<file path="config.mk">
export PLATFORM = sky130hd
export DESIGN_NAME = vga_plot_arbiter
export DESIGN_NICKNAME = d
export VERILOG_FILES = /design/src/rtl/vga_plot_arbiter.sv
export SDC_FILE = /design/constraint.sdc
export NUM_CORES = 1
export LEC_CHECK = 0
export BUFFER_PORTS_ARGS = -buffer_cell sky130_fd_sc_hd__buf_4
export CAP_MARGIN = 10
export CORE_UTILIZATION = 30
export CTS_CLUSTER_DIAMETER = 40
export CTS_CLUSTER_SIZE = 8
export DETAILED_ROUTE_END_ITERATION = 12
export GPL_TIMING_DRIVEN = 0
export SYNTH_ARGS = -nofsm -noshare
export SYNTH_HDL_FRONTEND = slang
export SYNTH_SLANG_ARGS = --single-unit
</file>
<file path="constraint.sdc">
create_clock -name clk -period 5.93 [get_ports clk]
set_input_delay 1.186 -clock clk [delete_from_list [all_inputs] [get_ports clk]]
set_output_delay 1.186 -clock clk [all_outputs]
set_load 0.005 [all_outputs]
</file>
<file path="src/rtl/vga_plot_arbiter.sv">
// vga_plot_arbiter: round-robin, lockable sharing of the VGA adapter plot port among pixel engines
module vga_plot_arbiter #(
  parameter int NCLIENT = 2,
  parameter int XMAX = 160,
  parameter int YMAX = 120
) (
  input  logic                   clk,
  input  logic                   rst_n,
  input  logic [NCLIENT-1:0]     req,
  input  logic [NCLIENT-1:0]     lock,
  input  logic [8*NCLIENT-1:0]   x_in,
  input  logic [7*NCLIENT-1:0]   y_in,
  input  logic [3*NCLIENT-1:0]   colour_in,
  output logic [NCLIENT-1:0]     ack,
  output logic [7:0]             vga_x,
  output logic [6:0]             vga_y,
  output logic [2:0]             vga_colour,
  output logic                   vga_plot,
  output logic [1:0]             owner,
  output logic                   locked,
  output logic [15:0]            plot_count
);
  // start is the highest-priority client; kept apart from owner so reset favours client 0
  logic [1:0] start, win, nxt;
  logic any, sel_lock, own_lock, in_range;
  logic [7:0] sx;
  logic [6:0] sy;
  logic [2:0] sc;
  always_comb begin
    any = 1'b0;
    win = owner;
    sx = '0;
    sy = '0;
    sc = '0;
    sel_lock = 1'b0;
    own_lock = 1'b0;
    ack = '0;
    for (int i = 0; i < NCLIENT; i++)
      if (locked && owner == 2'(i) && req[i]) any = 1'b1;
    for (int k = 0; k < NCLIENT; k++)
      for (int i = 0; i < NCLIENT; i++)
        if (!locked && !any && req[i] && (int'(start) + k) % NCLIENT == i) begin
          any = 1'b1;
          win = 2'(i);
        end
    any = any && rst_n;
    for (int i = 0; i < NCLIENT; i++) begin
      if (win == 2'(i)) begin
        sx = x_in[8*i +: 8];
        sy = y_in[7*i +: 7];
        sc = colour_in[3*i +: 3];
        sel_lock = lock[i];
      end
      if (owner == 2'(i)) own_lock = lock[i];
      ack[i] = any && win == 2'(i);
    end
    in_range = int'(sx) < XMAX && int'(sy) < YMAX;
    nxt = win == 2'(NCLIENT - 1) ? 2'd0 : win + 2'd1;
  end
  always_ff @(posedge clk or negedge rst_n) begin
    if (!rst_n) begin
      vga_x <= '0;
      vga_y <= '0;
      vga_colour <= '0;
      vga_plot <= 1'b0;
      owner <= '0;
      start <= '0;
      locked <= 1'b0;
      plot_count <= '0;
    end else begin
      vga_plot <= any && in_range;
      locked <= any ? sel_lock : locked && own_lock;
      if (any) begin
        vga_x <= sx;
        vga_y <= sy;
        vga_colour <= sc;
        owner <= win;
        start <= nxt;
      end
      if (any && in_range && plot_count != 16'hFFFF) plot_count <= plot_count + 16'd1;
    end
  end
endmodule

</file>
==> out/qor_table.md <==
| Step | Quantity | This run |
|:---|:---|:---|
| yosys | Primary flip-flop cell chosen by synthesis mapping | dfrtp_1 |
| clocking | Clock tree root driver cell | clkbuf_8 |
| sta | Number of setup violations in the final report | 0 |
| pwr | Combinational Power Share | 43.6% |
| sta | Max-slew headroom | 53.8% |
| yosys | Fraction of synthesis flops using an asynchronous set or reset pin | 100% |
| clocking | Source-to-sink clock delay at the later pin of the worst-skew pair | 0.28 ns |
| pwr | Reported leakage power | 1.25 nW |
| outcome | Outcome | completed |
| hold path | Class of the most critical hold timing path | register to register |
| placement | Post-Place Cells | 336 |
| floorplan | Die outline area | 6450 sq um |
| placement | HPWL after DPL | 3720 microns |
| yosys | Ranking of synthesized cells by instance count | 39 x dfrtp_1, 25 x nand2_1, 19 x o21ai_0 |
| routing | Remaining routing DRC violations | 0 |
| pwr | Share of total power in the clock network | 16.2% |
| yosys | Count of unique library cells instantiated by Yosys | 36 |
| hold path | Launch instance of the worst min-delay path | start[0]$_DFFE_PN0P_ |
| yosys | Synthesized net count | 223 |
| pwr | Ratio of total power to cell area | 414 nW/um^2 |
| routing | Number of search-and-repair iterations in the first detailed-routing pass | 4 |
| sta | Max Slew Vio Count | 0 |
| sta | Total negative setup slack | 0 ns |
| routing | Post-DRT Antenna Nets | 0 |
| job | MaxCap Viol Count | 0 |
| clocking | Clock tree from TritonCTS | yes |
| pwr | Switching pwr | 0.384 mW |
| clocking | Maximum clock path buffer count | 2 |
| pwr | Peak ir drop on the vdd network | 0.169 mV |
| layout | Non-filler cells in the finished layout | 343 |
| floorplan | X dimension of the die | 80.3 microns |
| layout | Utilization after layout | 44.4% |
| floorplan | Floorplan row count | 28 |
| yosys | Combined area of all synthesized cells | 1840 sq um |
| pwr | Cell-internal power | 0.705 mW |
| critical path | Element type at the critical path start | input port |
| critical path | Worst path arrival time | 2.53 ns |
| critical path | Data required, critical path | 4.74 ns |
| critical path | Origin of the critical flop-to-flop path | owner[0]$_DFFE_PN0P_ |
| placement | Final weighted congestion of routability-driven global placement | 0.763 |
| yosys | Yosys reg bits | 39 |
| yosys | Dominant cell type by area after synthesis | dfrtp_1 |
| yosys | Count of warnings emitted by yosys | 0 |
| clocking | Level count of the clock H-tree | 2 |
| sta | Ratio of final minimum period to clock period | 62.7% |
| routing | Final routed wirelength across all metal layers | 4930 microns |
| layout | Area growth syn-to-layout | 42.9% |
| floorplan | Vertical die dimension | 80.3 microns |
| yosys | Number of instances in the synthesized netlist | 180 |
| placement | PortBufs | 81 |
| pwr | Total power | 1.09 mW |
| sta | Transition at the pin with the smallest max-transition slack | 0.690 ns |
| yosys | Share of the yosys chip area belonging to registers | 53.0% |
| grt | Antenna violations before repair | 0 |
| grt | Global-route wire length before repair | 7940 microns |
| critical path | Startpoint of the worst setup timing path | rst_n |
| yosys | Most used standard cell by instance count after synthesis | dfrtp_1 |
| sta | Maximum clock frequency | 269 MHz |
| grt | Number of global-route vias before repair | 1,678 |
| routing | Per-cell via count in the routed design | 4.94 |
| grt | Pin count of the biggest net entering global routing | 42 |
| floorplan | Area inside the core boundary | 5920 sq um |
| routing | Number of DRC markers after the initial detailed-route iteration | 92 |
| layout | Antenna diode count | 0 |
| grt | Congestion Overflow GR | 0 |
| sta | Final worst path period need | 3.72 ns |
| clocking | # hold bufs at CTS | 0 |
| clocking | Post-CTS setup-driven buffer insertion count | 0 |
| clocking | Count of cells resized by post-cts repair | 0 |
| floorplan | Starting density of the core | 31.1% |
| sta | Clk_skew | 0.00359 ns |
| pwr | Proportion of total power due to net switching | 35.3% |
| critical path | Worst-path fanout max | 41 |
| routing | Wirelength per Cell | 14.4 microns |
| sta | Final worst hold slack | 0.473 ns |
| critical path | Capturing element type of the critical path | primary output |
| layout | Share of layout cells above drive strength 1 | 34.7% |
| yosys | Fraction of post-synthesis cell area in the top cell type by area | 53.0% |
| yosys | Synthesized area divided by synthesized cell count | 10.2 sq um |
| clocking | Total CTS buffers | 5 |
| yosys | Post-synth EDFFs | 0 |
| pwr | Sequential power share | 40.2% |
| sta | Final Hold Fails | 0 |
| layout | NumNets Final | 311 |
| floorplan | Boundary pin count | 82 |
| routing | Number of vias in the routed layout | 1,696 |
| clocking | Clock transition at the registers of the reported paths | 0.07 ns |
| clocking | Number of clock sinks | 39 |
| yosys | Cells taking the most area after synthesis | dfrtp_1 53%, a22oi_1 7.3%, xnor2_1 6.7%, o21ai_0 5.2%, nand2_1 5.1% |
| critical path | Critical Setup Path Class | input port to primary output |
| grt | All-Layer GR Usage | 16.2% |
| layout | Fill cell total of the finished layout | 592 |
| sta | RSZ-0062 raised after global routing | no |
-- worst max-delay path: stages --
cell,delay [ns]
buf_4,0.28
o211a_1,0.19
a31oi_1,0.52
nor2_1,0.17
buf_4,0.18
-- layout make-up --
| type | instances | area, sq um | area share [%] |
|---|---|---|---|
| flip-flops and latches | 39 | 976 | 37.1 |
| clock buffers | 6 | 82.6 | 3.14 |
| plain buffers | 9 | 43.8 | 1.67 |
| repair buffers | 81 | 608 | 23.1 |
| inverters | 3 | 11.3 | 0.428 |
| clock inverters | 1 | 5.00 | 0.190 |
| well taps | 75 | 93.8 | 3.57 |
| multi-input cells | 129 | 810 | 30.8 |
-- worst paths after layout --
kind	to	slack, ns	depth (start not counted)
max in group asynchronous	plot_count[15]$_DFFE_PN0P_	4.71	1
max reg2reg	plot_count[15]$_DFFE_PN0P_	3.65	8
max	ack[0]	2.21	5
min	start[0]$_DFFE_PN0P_	0.47	1
min in group asynchronous	vga_colour[1]$_DFFE_PN0P_	0.88	1
min reg2reg	start[0]$_DFFE_PN0P_	0.47	1
-- per-layer routing --
metal | wire length, microns | global-route usage (%)
met1 | 2180 | 20.5
met2 | 2300 | 27.5
met3 | 424 | 4.09
met4 | 19 | 3.75
met5 | 0 | 0
-- power by group through the flow --
stage	clock (mW)	sequential [mW]	combinational [mW]
2_1_floorplan	0	0.440	0.234
3_3_place_gp	0	0.440	0.478
3_5_place_dp	0	0.442	0.484
4_1_cts	0.184	0.438	0.485
5_1_grt	0.196	0.453	0.537
6_report	0.176	0.438	0.475
-- logic make-up after synthesis --
family	count (synthesis)	synth area share [%]
and+or+nand+nor	58	15.2
AOI/OAI and AO/OA	53	19.9
DFF	39	53.0
xor gates and xnor gates	15	7.14
buffers and inverters	12	2.99
muxes	2	1.16
adders and majority gates	1	0.680
-- flip-flops by register name, indices dropped and copies added, names as in the netlist --
name,cells
owner,2
plot_count,16
vga_y,7
locked,1
vga_x,8
vga_plot,1
vga_colour,3
start,1
-- cells in the final DEF (no fill, tap or decap), types with 3 or more instances in the layout --
| cell | synthesis | layout |
|---|---|---|
| nand2b_1 | 3 | 3 |
| clkbuf_8 | 0 | 6 |
| nand4_1 | 5 | 5 |
| o21ai_0 | 19 | 19 |
| xnor2_1 | 14 | 14 |
| nor2_1 | 7 | 7 |
| inv_1 | 3 | 3 |
| a22oi_1 | 18 | 18 |
| buf_4 | 0 | 81 |
| clkbuf_1 | 5 | 5 |
| nand3_1 | 7 | 7 |
| nand2_1 | 25 | 25 |
| dfrtp_1 | 39 | 39 |
| nor2b_1 | 3 | 3 |
-- stage by stage --
stage                     setup WS, ns  area (sq um)
after floorplan                   2.93          1840
after global placement            2.19          2540
after detailed placement          2.20          2540
after CTS                         2.19          2630
after global routing              2.07          2630
final                             2.21          2630
Power figures use the tool's default switching activity.
